**config.mk**
```make
export PLATFORM = sky130hd
export DESIGN_NAME = fifo_rd_unpacker
export DESIGN_NICKNAME = d
export VERILOG_FILES = /design/src/rtl/fifo_rd_unpacker_pkg.sv /design/src/rtl/fifo_rd_unpacker.sv
export SDC_FILE = /design/constraint.sdc
export NUM_CORES = 1
export LEC_CHECK = 0
export ABC_AREA = 1
export CAP_MARGIN = 20
export CORE_MARGIN = 2
export CORE_UTILIZATION = 32
export DETAILED_ROUTE_END_ITERATION = 8
export MAX_ROUTING_LAYER = met4
export SYNTH_ARGS = -nofsm -noshare
export SYNTH_HDL_FRONTEND = slang
export SYNTH_SLANG_ARGS = --single-unit
```
**constraint.sdc**
```tcl
create_clock -name clk -period 2.19 [get_ports clk]
set_clock_uncertainty 0.1 [all_clocks]
set_input_delay 0.219 -clock clk [delete_from_list [all_inputs] [get_ports clk]]
set_output_delay 0.219 -clock clk [all_outputs]
set_load 0.005 [all_outputs]
```
**src/rtl/fifo_rd_unpacker_pkg.sv**
```systemverilog
// Shared helpers for the FIFO read-side unpacker: word/byte ratio, parameter
// sanity check and the byte-lane selector used to serialise a word.
package fifo_rd_unpacker_pkg;

    // Widest FIFO word the selector can handle.
    localparam int MAX_W = 512;

    function automatic int ratio_of(input int in_w, input int out_w);
        return in_w / out_w;
    endfunction

    function automatic bit widths_ok(input int in_w, input int out_w);
        return (out_w > 0) && (in_w <= MAX_W) && (in_w % out_w == 0) && (in_w / out_w >= 2);
    endfunction

    // Returns lane idx of word in emission order: idx 0 is the first byte sent.
    function automatic logic [MAX_W-1:0] select_byte(
        input logic [MAX_W-1:0] word,
        input int               idx,
        input int               out_w,
        input int               ratio,
        input bit               msb_first
    );
        int               slot;
        logic [MAX_W-1:0] mask;
        slot = msb_first ? (ratio - 1 - idx) : idx;
        mask = (MAX_W'(1) << out_w) - MAX_W'(1);
        return (word >> (slot * out_w)) & mask;
    endfunction

endpackage

```
**src/rtl/fifo_rd_unpacker.sv**
```systemverilog
// Drains wide words from a standard-mode FIFO read port and re-serialises them
// as OUT_W-bit bytes on a valid/ready stream, with a two-word prefetch buffer.
module fifo_rd_unpacker
    import fifo_rd_unpacker_pkg::*;
#(
    parameter int IN_W      = 16,
    parameter int OUT_W     = 8,
    parameter int MSB_FIRST = 1,
    parameter int CNT_W     = 16
) (
    input  logic             clk,
    input  logic             srst,
    input  logic             en,
    input  logic [IN_W-1:0]  fifo_dout,
    input  logic             fifo_empty,
    output logic             fifo_rd_en,
    output logic [OUT_W-1:0] m_data,
    output logic             m_valid,
    input  logic             m_ready,
    output logic             m_last,
    output logic [CNT_W-1:0] word_cnt,
    output logic             busy
);

    localparam int RATIO = ratio_of(IN_W, OUT_W);
    localparam int IDX_W = (RATIO > 1) ? $clog2(RATIO) : 1;
    localparam logic [IDX_W-1:0] IDX_LAST = IDX_W'(RATIO - 1);

    if (!widths_ok(IN_W, OUT_W)) begin : g_bad_widths
        $error("fifo_rd_unpacker: IN_W must be a multiple of OUT_W with IN_W/OUT_W >= 2");
    end

    logic [IN_W-1:0]  cur;
    logic [IN_W-1:0]  nxt;
    logic             cur_v;
    logic             nxt_v;
    logic             rd_pend;
    logic [IDX_W-1:0] idx;
    logic [CNT_W-1:0] cnt;
    logic             on_last;
    logic             fire;
    logic             last_fire;

    // Stream handshake: a byte transfers on a rising edge where m_valid and
    // m_ready are both high; while m_valid is high and m_ready low, m_data,
    // m_valid and m_last hold. m_valid never waits on m_ready.
    assign on_last   = (idx == IDX_LAST);
    assign fire      = cur_v & m_ready & ~srst;
    assign last_fire = fire & on_last;

    // One read in flight at most, and only when the nxt slot is guaranteed free
    // to absorb the returning word.
    assign fifo_rd_en = en & ~fifo_empty & ~rd_pend & ~nxt_v & ~srst;

    assign m_valid  = cur_v & ~srst;
    assign m_last   = cur_v & on_last & ~srst;
    assign busy     = (rd_pend | cur_v | nxt_v) & ~srst;
    assign word_cnt = cnt;

    always_comb begin
        m_data = '0;
        if (!srst) begin
            m_data = OUT_W'(select_byte(MAX_W'(cur), int'(idx), OUT_W, RATIO, MSB_FIRST != 0));
        end
    end

    always_ff @(posedge clk) begin
        if (srst) begin
            cur     <= '0;
            nxt     <= '0;
            cur_v   <= 1'b0;
            nxt_v   <= 1'b0;
            rd_pend <= 1'b0;
            idx     <= '0;
            cnt     <= '0;
        end else begin
            rd_pend <= fifo_rd_en;
            if (fire && !on_last) begin
                idx <= idx + 1'b1;
            end
            if (last_fire) begin
                // Word finished: refill cur from nxt first so ordering holds,
                // and let a returning word slide into the vacated nxt.
                cnt <= cnt + 1'b1;
                idx <= '0;
                if (nxt_v) begin
                    cur   <= nxt;
                    cur_v <= 1'b1;
                    nxt_v <= rd_pend;
                    if (rd_pend) begin
                        nxt <= fifo_dout;
                    end
                end else if (rd_pend) begin
                    cur   <= fifo_dout;
                    cur_v <= 1'b1;
                end else begin
                    cur_v <= 1'b0;
                end
            end else if (rd_pend) begin
                if (!cur_v) begin
                    cur   <= fifo_dout;
                    cur_v <= 1'b1;
                    idx   <= '0;
                end else begin
                    nxt   <= fifo_dout;
                    nxt_v <= 1'b1;
                end
            end
        end
    end

endmodule

```
==> results of run 1 <==
## power breakdown
group          switching (mW)  total, mW  leakage [nW]  internal (mW)
clock                   0.316      0.535        0.0410          0.219
sequential            0.00500      0.960         0.419          0.955
combinational          0.0972      0.180          1.14         0.0828
## layout make-up
cell class / count / area (um^2)
Sequential cell: 52 / 1040
Tap cell: 108 / 135
Fill cell: 984 / 5170
Clock inverter: 1 / 5.00
Multi-Input combinational cell: 326 / 1430
Inverter: 90 / 338
Timing Repair Buffer: 61 / 616
Clock buffer: 6 / 72.6
## flip-flops by register name, summed over array words and instances, names as in the netlist
register and flops:
cur 16, nxt 16, word_cnt 16, cur_v 1, idx 1, nxt_v 1
rd_pend 1
## through the flow
stage,hold slack [ns],area (um^2)
global route,0.390,3640
global placement,0.370,3560
detailed placement,0.379,3560
CTS,0.374,3640
finish,0.382,3640
floorplan,0.197,2930
## critical path: stages
cell and delay (ns):
clkdlybuf4s50_1 0.42, inv_1 0.10, buf_12 0.16, o21ai_0 0.10
a21oi_1 0.23, clkdlybuf4s50_1 0.55
## synth_stat cells (all sizes together)
| cell type | count |
|---|---|
| a211oi | 1 |
| a21oi | 20 |
| buf | 13 |
| clkbuf | 13 |
| clkinv | 5 |
| dfxtp | 52 |
| ha | 1 |
| inv | 85 |
| nand2 | 137 |
| nand3 | 7 |
| nand4 | 26 |
| nor2 | 82 |
| nor3 | 4 |
| nor4 | 2 |
| o21ai | 45 |
| o31ai | 1 |
## cell families after synthesis
family | synth area share
AOI/OAI and AO/OA | 0.116
and+or+nand+nor | 0.368
DFF | 0.356
buffers and inverters | 0.156
adders and majority gates | 0.00427
## layout by cell type, fill, tap and decap left out
cell               n
nand2_1          136
inv_1             85
nor2_1            82
dfxtp_1           52
clkdlybuf4s50_1   48
o21ai_0           45
nand4_1           25
a21oi_1           20
buf_4             10
nand3_1            6
clkinv_1           5
clkbuf_8           5
nor3_1             3
buf_12             3
nor4_1             2
nand4_2            1
nor3_4             1
nand2_2            1
nand3_2            1
a211oi_1           1
o31ai_1            1
ha_1               1
clkinv_2           1
clkbuf_1           1
## worst max-delay path by stage
stage / from / to / cells past startpoint
2_1_floorplan: word_cnt[0] / word_cnt[8] / 8
3_3_place_gp: srst / m_data[4] / 6
3_5_place_dp: srst / m_data[4] / 6
4_1_cts: idx / m_last / 4
5_1_grt: idx / m_data[4] / 4
6_report: srst / m_data[4] / 6
## routing by layer
metal	vias to the layer above	global-route usage	part of all wire
li1	1593	-	-
met1	1353	0.187	0.46
met2	66	0.277	0.49
met3	5	0.0239	0.041
met4	0	0.0285	0.0046
met5	-	-	0
==> metrics.txt, run 1 <==
# TYPE chip_impl_metric gauge
chip_impl_metric{name="gp_congestion",unit=""} 0.802
chip_impl_metric{name="synth.distinct_cells",unit=""} 22
chip_impl_metric{name="clock_latency",unit="ns"} 0.30
chip_impl_metric{name="power.density_cell_area",unit="mW/mm^2"} 461
chip_impl_metric{name="syn-instance-count",unit=""} 494
chip_impl_info{name="tritoncts",value="built"} 1
chip_impl_metric{name="ys_seq_area_frac",unit=""} 0.356
chip_impl_info{name="status",value="finished clean"} 1
chip_impl_metric{name="initial_core_util",unit=""} 0.332
chip_impl_metric{name="clk_transition_reported_paths",unit="ns"} 0.08
chip_impl_metric{name="reg2reg_setup_slack",unit="ns"} 0.38
chip_impl_metric{name="drt_pre_antenna_iters",unit=""} 4
chip_impl_metric{name="avgViaCountPerCell",unit=""} 4.68
chip_impl_metric{name="htree_num_levels",unit=""} 2
chip_impl_metric{name="finalHoldViolations",unit=""} 0
chip_impl_metric{name="synthesis.area_per_instance",unit="um^2"} 5.93
chip_impl_metric{name="fin_util",unit=""} 0.413
chip_impl_metric{name="timing.critical_path.required",unit="ns"} 1.87
chip_impl_metric{name="io_pins",unit=""} 49
chip_impl_metric{name="final_antenna_net_count",unit=""} 0
chip_impl_metric{name="design.final.nets",unit=""} 558
chip_impl_metric{name="timing_max_transition_violations_final",unit=""} 0
chip_impl_metric{name="design.die.area",unit="mm^2"} 0.00993
chip_impl_metric{name="number_of_antenna_diodes",unit=""} 0
chip_impl_info{name="unrepaired_setup_endpoints_after_global_routing",value="no"} 1
chip_impl_info{name="synth_top_area_cell",value="dfxtp_1"} 1
chip_impl_metric{name="p_leak",unit="nW"} 1.60
chip_impl_info{name="worstSetupStartpointType",value="primary input"} 1
chip_impl_metric{name="r2r_cells",unit=""} 8
chip_impl_metric{name="fp.dieH",unit="um"} 99.7
chip_impl_metric{name="die_width",unit="um"} 99.7
chip_impl_metric{name="cts_buffers",unit=""} 5
chip_impl_metric{name="pin_count_of_the_biggest_net_entering_global_routing",unit=""} 40
chip_impl_metric{name="max_freq",unit="MHz"} 473
chip_impl_metric{name="final_layout_size_suffix_gt1_frac",unit=""} 0.0429
chip_impl_metric{name="postCtsResizedCells",unit=""} 0
chip_impl_metric{name="grtUsageTotal",unit=""} 0.155
chip_impl_metric{name="placeableCoreArea",unit="mm^2"} 0.00881
chip_impl_metric{name="number_of_global_route_vias_before_repair",unit=""} 2698
chip_impl_metric{name="dp_slack",unit="ns"} 0.110
chip_impl_metric{name="yosys.area.top_type_share",unit=""} 0.356
chip_impl_metric{name="cts.sink_count",unit=""} 52
chip_impl_metric{name="syn_area",unit="mm^2"} 0.00293
chip_impl_metric{name="timing.final.crit_share",unit=""} 0.966
chip_impl_metric{name="post_cts_hold_buffer_count",unit=""} 0
chip_impl_metric{name="final_cells",unit=""} 644
chip_impl_metric{name="crit_arrival",unit="ns"} 1.80
chip_impl_metric{name="overflow",unit=""} 0
chip_impl_info{name="ctsRootBufferMaster",value="clkbuf_8"} 1
chip_impl_metric{name="yosysWarningCount",unit=""} 0
chip_impl_metric{name="routed_wire_length",unit="um"} 7370
chip_impl_info{name="timing.critical_path.to_type",value="output pin"} 1
chip_impl_metric{name="io_buffer_count",unit=""} 48
chip_impl_info{name="critical_path.reg2reg.endpoint",value="nxt[3]"} 1
chip_impl_metric{name="net_count_after_synthesis",unit=""} 516
chip_impl_metric{name="first_pass_grt_wire_length",unit="um"} 12300
chip_impl_info{name="worstSetupPathType",value="primary input to output pin"} 1
chip_impl_metric{name="drt-initial-drc-count",unit=""} 118
chip_impl_metric{name="critPathMaxFanout",unit=""} 21
chip_impl_metric{name="vias",unit=""} 3017
chip_impl_info{name="synth.area.top_cells",value="dfxtp_1 36%, nand2_1 17%, inv_1 11%"} 1
chip_impl_metric{name="holdPathStages",unit=""} 3
chip_impl_metric{name="detailedPlacementHpwl",unit="um"} 5060
chip_impl_metric{name="worst_slew_margin",unit=""} 0.702
chip_impl_metric{name="post-cts-setup-buffers",unit=""} 0
chip_impl_metric{name="cts-root-to-sink-buffers",unit=""} 2
chip_impl_metric{name="setup_ws",unit="ns"} 0.0745
chip_impl_metric{name="totalPowerFinal",unit="mW"} 1.68
chip_impl_metric{name="ir_drop",unit="V"} 0.000235
chip_impl_metric{name="wl_per_cell",unit="um"} 11.4
chip_impl_metric{name="route.detailed.drc",unit=""} 0
chip_impl_metric{name="timing.max_cap.violations",unit=""} 0
chip_impl_metric{name="finalCriticalPeriod",unit="ns"} 2.12
chip_impl_metric{name="synth.ff_latch_count",unit=""} 52
chip_impl_metric{name="dp.cells",unit=""} 637
chip_impl_metric{name="areaGrowthSynthToFinish",unit="%"} 24.2
chip_impl_metric{name="antenna_violations_before_repair",unit=""} 0
chip_impl_info{name="timing.hold.worst_endpoint",value="rd_pend"} 1
chip_impl_metric{name="placement_rows",unit=""} 34
chip_impl_info{name="worst_r2r_startpoint",value="idx"} 1
chip_impl_metric{name="fin_tns_setup",unit="ns"} 0
chip_impl_metric{name="worstMarginPinSlew",unit="ns"} 0.447
chip_impl_info{name="hp-start",value="en"} 1
chip_impl_metric{name="report.final.setup_viol",unit=""} 0
chip_impl_info{name="hp-class",value="primary input to flip-flop"} 1
(Power assumes the default switching activity.)
==> run 2: changes to the inputs <==
SETUP_SLACK_MARGIN = 0.1   (was not set)
==> metrics.txt, run 2 (synthesis results as in run 1) <==
# TYPE chip_impl_metric gauge
chip_impl_metric{name="drt_pre_antenna_iters",unit=""} 4
chip_impl_metric{name="timing.critical_path.required",unit="ns"} 1.87
chip_impl_metric{name="vias",unit=""} 3026
chip_impl_metric{name="fin_tns_setup",unit="ns"} 0
chip_impl_metric{name="post-cts-setup-buffers",unit=""} 0
chip_impl_info{name="ctsRootBufferMaster",value="clkbuf_8"} 1
chip_impl_metric{name="max_freq",unit="MHz"} 492
chip_impl_metric{name="cts.sink_count",unit=""} 52
chip_impl_info{name="worst_r2r_startpoint",value="idx"} 1
chip_impl_metric{name="number_of_global_route_vias_before_repair",unit=""} 2699
chip_impl_metric{name="first_pass_grt_wire_length",unit="um"} 12300
chip_impl_info{name="tritoncts",value="built"} 1
chip_impl_info{name="hp-class",value="primary input to flip-flop"} 1
chip_impl_metric{name="dp_slack",unit="ns"} 0.110
chip_impl_info{name="mostFrequentLayoutCell",value="nand2_1"} 1
chip_impl_metric{name="placement_rows",unit=""} 34
chip_impl_metric{name="pin_count_of_the_biggest_net_entering_global_routing",unit=""} 40
chip_impl_metric{name="worst_slew_margin",unit=""} 0.704
chip_impl_info{name="worstSetupStartpointType",value="primary input"} 1
chip_impl_metric{name="placeableCoreArea",unit="mm^2"} 0.00881
chip_impl_metric{name="grtUsageTotal",unit=""} 0.155
chip_impl_metric{name="clk_transition_reported_paths",unit="ns"} 0.08
chip_impl_metric{name="combinationalPowerShare",unit=""} 0.108
chip_impl_metric{name="overflow",unit=""} 0
chip_impl_metric{name="finalCriticalPeriod",unit="ns"} 2.03
chip_impl_metric{name="wl_per_cell",unit="um"} 11.5
chip_impl_metric{name="setup_ws",unit="ns"} 0.157
chip_impl_metric{name="fp.dieH",unit="um"} 99.7
chip_impl_metric{name="io_buffer_count",unit=""} 48
chip_impl_metric{name="areaGrowthSynthToFinish",unit="%"} 25.2
chip_impl_metric{name="p_leak",unit="nW"} 1.69
chip_impl_info{name="layout.cells.most_common_list",value="136 x nand2_1, 85 x inv_1, 82 x nor2_1"} 1
chip_impl_info{name="critical_path_launch_point",value="srst"} 1
chip_impl_metric{name="routed_wire_length",unit="um"} 7390
chip_impl_info{name="worstSetupPathType",value="primary input to output pin"} 1
chip_impl_info{name="worstPathCellList",value="clkdlybuf4s50_1 > inv_1 > buf_12 > o21ai_0 > a21oi_2 > clkdlybuf4s50_1"} 1
chip_impl_metric{name="final_layout_size_suffix_gt1_frac",unit=""} 0.0466
chip_impl_metric{name="crit_arrival",unit="ns"} 1.71
chip_impl_metric{name="report.final.setup_viol",unit=""} 0
chip_impl_metric{name="route.detailed.drc",unit=""} 0
chip_impl_metric{name="ir_drop",unit="V"} 0.000235
chip_impl_metric{name="gp_congestion",unit=""} 0.802
chip_impl_metric{name="cts-root-to-sink-buffers",unit=""} 2
chip_impl_metric{name="p_int",unit="mW"} 1.26
chip_impl_metric{name="cts_buffers",unit=""} 5
chip_impl_info{name="hp-start",value="en"} 1
chip_impl_metric{name="number_of_antenna_diodes",unit=""} 0
chip_impl_metric{name="die_width",unit="um"} 99.7
chip_impl_metric{name="cpPeakStageDelay",unit="ns"} 0.52
chip_impl_info{name="status",value="finished clean"} 1
chip_impl_info{name="cp_most_frequent_cell",value="clkdlybuf4s50_1"} 1
chip_impl_metric{name="timing.max_cap.violations",unit=""} 0
chip_impl_metric{name="switching_power",unit="uW"} 418
chip_impl_metric{name="post_cts_hold_buffer_count",unit=""} 0
chip_impl_metric{name="design.die.area",unit="mm^2"} 0.00993
chip_impl_metric{name="critPathMaxFanout",unit=""} 21
chip_impl_metric{name="final_antenna_net_count",unit=""} 0
chip_impl_metric{name="worstMarginPinSlew",unit="ns"} 0.443
chip_impl_metric{name="power.clock.fraction",unit=""} 0.319
chip_impl_metric{name="avgViaCountPerCell",unit=""} 4.70
chip_impl_metric{name="detailedPlacementHpwl",unit="um"} 5060
chip_impl_metric{name="drt-initial-drc-count",unit=""} 145
chip_impl_metric{name="initial_core_util",unit=""} 0.332
chip_impl_metric{name="finalHoldViolations",unit=""} 0
chip_impl_info{name="timing.critical_path.to_type",value="output pin"} 1
chip_impl_metric{name="seqPwrFrac",unit=""} 0.574
chip_impl_metric{name="antenna_violations_before_repair",unit=""} 0
chip_impl_metric{name="timing_max_transition_violations_final",unit=""} 0
chip_impl_metric{name="fillerInstances",unit=""} 977
chip_impl_metric{name="timing.final.crit_share",unit=""} 0.928
chip_impl_metric{name="io_pins",unit=""} 49
chip_impl_metric{name="power_switching_share",unit=""} 0.249
chip_impl_metric{name="clock_latency",unit="ns"} 0.30
chip_impl_info{name="critical_path.slowest_cell",value="clkdlybuf4s50_1"} 1
chip_impl_metric{name="power.density_cell_area",unit="mW/mm^2"} 457
chip_impl_metric{name="htree_num_levels",unit=""} 2
chip_impl_info{name="unrepaired_setup_endpoints_after_global_routing",value="yes"} 1
chip_impl_metric{name="design.final.nets",unit=""} 558
run 2: timing repair:
| item | 4_1_cts | 5_1_grt |
|---|---|---|
| pin swaps | 0 | 0 |
| resized for setup | 1 | 8 |
| endpoints found under the setup margin | 1 | 7 |
run 2: per-layer routing:
metal,track usage,routed length (um),vias up
met5,-,0,-
met4,0.0285,34,0
met3,0.0239,271,5
met2,0.277,3640,53
met1,0.187,3450,1371
li1,-,-,1597
run 2: worst max-delay path: cells and delay by family:
family	cells	cell delay (ns)
AO/OA/AOI/OAI	2	0.29
buffers and inverters	4	1.20
run 2: worst paths after layout:
kind                            cells past startpoint  slack (ns)     endpoint
worst max-delay path                                6        0.16    m_data[4]
worst min-delay path                                3        0.38      rd_pend
worst max register to register                      8        0.44       nxt[3]
worst min register to register                      2        0.39  word_cnt[4]
run 2: metrics by stage:
stage	hold WS, ns	std cells	power (mW)	instance area [um^2]	util
after floorplan	0.197	494	1.08	2930	-
after global placement	0.370	637	1.16	3560	0.404
after detailed placement	0.379	637	1.16	3560	0.404
after CTS	0.374	644	1.70	3640	0.413
after global routing	0.390	644	1.76	3670	0.416
final	0.383	644	1.67	3670	0.416
run 2: area by class of cell:
| class | count | area (um^2) | area share |
|---|---|---|---|
| multi-input combinational | 326 | 1440 | 0.392 |
| sequential | 52 | 1040 | 0.284 |
| timing repair buffer | 61 | 636 | 0.173 |
| inverter | 90 | 338 | 0.0922 |
| tap | 108 | 135 | 0.0369 |
| clock buffer | 6 | 72.6 | 0.0198 |
| clock inverter | 1 | 5.00 | 0.00137 |
run 2: power groups by stage:
stage / clock [mW] / combinational, mW / sequential [mW]
after floorplan: 0 / 0.0951 / 0.981
after global placement: 0 / 0.180 / 0.982
after detailed placement: 0 / 0.181 / 0.982
after CTS: 0.558 / 0.182 / 0.960
after global routing: 0.596 / 0.203 / 0.962
final: 0.533 / 0.181 / 0.960
==> run 3: changes to the inputs <==
CORE_ASPECT_RATIO = 1.75   (was not set)
==> metrics.txt, run 3 (synthesis results as in run 1) <==
# TYPE chip_impl_metric gauge
chip_impl_info{name="status",value="finished clean"} 1
chip_impl_info{name="tritoncts",value="built"} 1
chip_impl_metric{name="final_layout_size_suffix_gt1_frac",unit=""} 0.0449
chip_impl_metric{name="worstMarginPinSlew",unit="ns"} 0.411
chip_impl_metric{name="p_leak",unit="nW"} 1.62
chip_impl_metric{name="switching_power",unit="uW"} 474
chip_impl_info{name="layout.cells.most_common_list",value="136 x nand2_1, 85 x inv_1, 82 x nor2_1"} 1
chip_impl_metric{name="cts-root-to-sink-buffers",unit=""} 2
chip_impl_info{name="mostFrequentLayoutCell",value="nand2_1"} 1
chip_impl_info{name="timing.critical_path.to_type",value="output pin"} 1
chip_impl_metric{name="grtUsageTotal",unit=""} 0.166
chip_impl_metric{name="placeableCoreArea",unit="mm^2"} 0.00898
chip_impl_info{name="worstSetupPathType",value="primary input to output pin"} 1
chip_impl_metric{name="io_pins",unit=""} 49
chip_impl_metric{name="timing_max_transition_violations_final",unit=""} 0
chip_impl_metric{name="report.final.setup_viol",unit=""} 0
chip_impl_metric{name="clk_transition_reported_paths",unit="ns"} 0.07
chip_impl_metric{name="fp.dieH",unit="um"} 131
chip_impl_metric{name="clock_latency",unit="ns"} 0.30
chip_impl_metric{name="p_int",unit="mW"} 1.49
chip_impl_metric{name="die_width",unit="um"} 76.3
chip_impl_metric{name="worst_slew_margin",unit=""} 0.726
chip_impl_metric{name="finalHoldViolations",unit=""} 0
chip_impl_metric{name="route.detailed.drc",unit=""} 0
chip_impl_metric{name="initial_core_util",unit=""} 0.326
chip_impl_metric{name="timing.critical_path.required",unit="ns"} 1.87
chip_impl_metric{name="power_switching_share",unit=""} 0.241
chip_impl_metric{name="detailedPlacementHpwl",unit="um"} 5540
chip_impl_metric{name="max_freq",unit="MHz"} 507
chip_impl_metric{name="power.density_cell_area",unit="mW/mm^2"} 528
chip_impl_info{name="unrepaired_setup_endpoints_after_global_routing",value="no"} 1
chip_impl_metric{name="drt_pre_antenna_iters",unit=""} 4
chip_impl_metric{name="totalPowerFinal",unit="mW"} 1.97
chip_impl_metric{name="post-route-cell-area",unit="mm^2"} 0.00372
chip_impl_info{name="worstSetupStartpointType",value="primary input"} 1
chip_impl_metric{name="combinationalPowerShare",unit=""} 0.090
chip_impl_metric{name="overflow",unit=""} 0
chip_impl_metric{name="placement_rows",unit=""} 46
chip_impl_metric{name="first_pass_grt_wire_length",unit="um"} 13100
chip_impl_metric{name="cts_buffers",unit=""} 5
chip_impl_info{name="hp-class",value="flip-flop to flip-flop"} 1
chip_impl_metric{name="cpPeakStageDelay",unit="ns"} 0.55
chip_impl_metric{name="seqPwrFrac",unit=""} 0.489
chip_impl_metric{name="pin_count_of_the_biggest_net_entering_global_routing",unit=""} 40
chip_impl_metric{name="fin_tns_setup",unit="ns"} 0
chip_impl_metric{name="design.die.area",unit="mm^2"} 0.00996
chip_impl_info{name="critical_path.slowest_cell",value="clkdlybuf4s50_1"} 1
chip_impl_metric{name="finalCriticalPeriod",unit="ns"} 1.97
chip_impl_metric{name="timing.final.crit_share",unit=""} 0.901
chip_impl_metric{name="number_of_antenna_diodes",unit=""} 0
chip_impl_metric{name="power.clock.fraction",unit=""} 0.421
chip_impl_metric{name="post_cts_hold_buffer_count",unit=""} 0
chip_impl_metric{name="avgViaCountPerCell",unit=""} 4.55
chip_impl_info{name="ctsRootBufferMaster",value="clkbuf_16"} 1
chip_impl_info{name="critical-path-top-delay-family",value="buffers and inverters"} 1
chip_impl_metric{name="design.final.nets",unit=""} 556
chip_impl_metric{name="wl_per_cell",unit="um"} 11.6
chip_impl_metric{name="area_after_detailed_placement",unit="mm^2"} 0.00356
chip_impl_metric{name="final_antenna_net_count",unit=""} 0
chip_impl_metric{name="crit_arrival",unit="ns"} 1.65
chip_impl_metric{name="postCtsResizedCells",unit=""} 0
chip_impl_metric{name="gp_congestion",unit=""} 0.899
chip_impl_metric{name="post-cts-setup-buffers",unit=""} 0
chip_impl_metric{name="antenna_violations_before_repair",unit=""} 0
chip_impl_metric{name="critPathMaxFanout",unit=""} 11
chip_impl_metric{name="htree_num_levels",unit=""} 2
chip_impl_metric{name="ir_drop",unit="V"} 0.000383
chip_impl_metric{name="cts.sink_count",unit=""} 52
chip_impl_metric{name="drt-initial-drc-count",unit=""} 127
chip_impl_info{name="cp_most_frequent_cell",value="clkdlybuf4s50_1"} 1
chip_impl_metric{name="areaGrowthSynthToFinish",unit="%"} 27.1
chip_impl_metric{name="vias",unit=""} 2981
chip_impl_info{name="worstPathCellList",value="clkdlybuf4s50_1 > buf_4 > nor4_2 > clkdlybuf4s50_1"} 1
chip_impl_metric{name="routed_wire_length",unit="um"} 7620
chip_impl_info{name="hp-start",value="word_cnt[4]"} 1
chip_impl_metric{name="timing.max_cap.violations",unit=""} 0
chip_impl_info{name="critical_path_launch_point",value="srst"} 1
chip_impl_metric{name="critical_path_buf_inv_count",unit=""} 3
chip_impl_metric{name="number_of_global_route_vias_before_repair",unit=""} 2726
chip_impl_metric{name="io_buffer_count",unit=""} 48
chip_impl_info{name="worst_r2r_startpoint",value="word_cnt[0]"} 1
## run 3: tightest hold or removal path, cell delays in order, from the launching register on
cell and delay, ns:
dfxtp_1 0.33, inv_1 0.05, a21oi_1 0.05
## run 3: cell type report
type | count | area, um^2
Fill cell | 984 | 5260
Multi-Input combinational cell | 326 | 1440
Sequential cell | 52 | 1040
Timing Repair Buffer | 59 | 601
Inverter | 90 | 338
Tap cell | 120 | 150
Clock buffer | 6 | 139
Clock inverter | 2 | 15.0
## run 3: metrics by stage
step	worst slack (ns)	std cells	hold WS [ns]	utilization
3_3_place_gp	0.231	647	0.367	0.396
5_1_grt	0.112	655	0.402	0.414
3_5_place_dp	0.170	647	0.370	0.396
4_1_cts	0.166	655	0.377	0.414
2_1_floorplan	0.740	494	0.197	-
6_report	0.217	655	0.374	0.414
## run 3: final timing paths
kind | end | slack [ns] | cells past startpoint
hold reg to reg | word_cnt[4] | 0.37 | 2
setup reg to reg | word_cnt[8] | 0.46 | 8
setup / recovery | fifo_rd_en | 0.22 | 4
hold / removal | word_cnt[4] | 0.37 | 2
## run 3: power groups by stage
| stage | Combinational, mW | Clock, mW | Sequential (mW) |
|---|---|---|---|
| global placement | 0.176 | 0 | 0.983 |
| CTS | 0.178 | 0.849 | 0.960 |
| global route | 0.199 | 0.886 | 0.961 |
| detailed placement | 0.177 | 0 | 0.983 |
| floorplan | 0.0951 | 0 | 0.981 |
| finish | 0.177 | 0.827 | 0.960 |
## run 3: layer usage
layer | global-route usage | routed length, um
met3 | 0.0206 | 183
met2 | 0.287 | 3820
met5 | - | 0
met4 | 0.0909 | 329
met1 | 0.187 | 3280
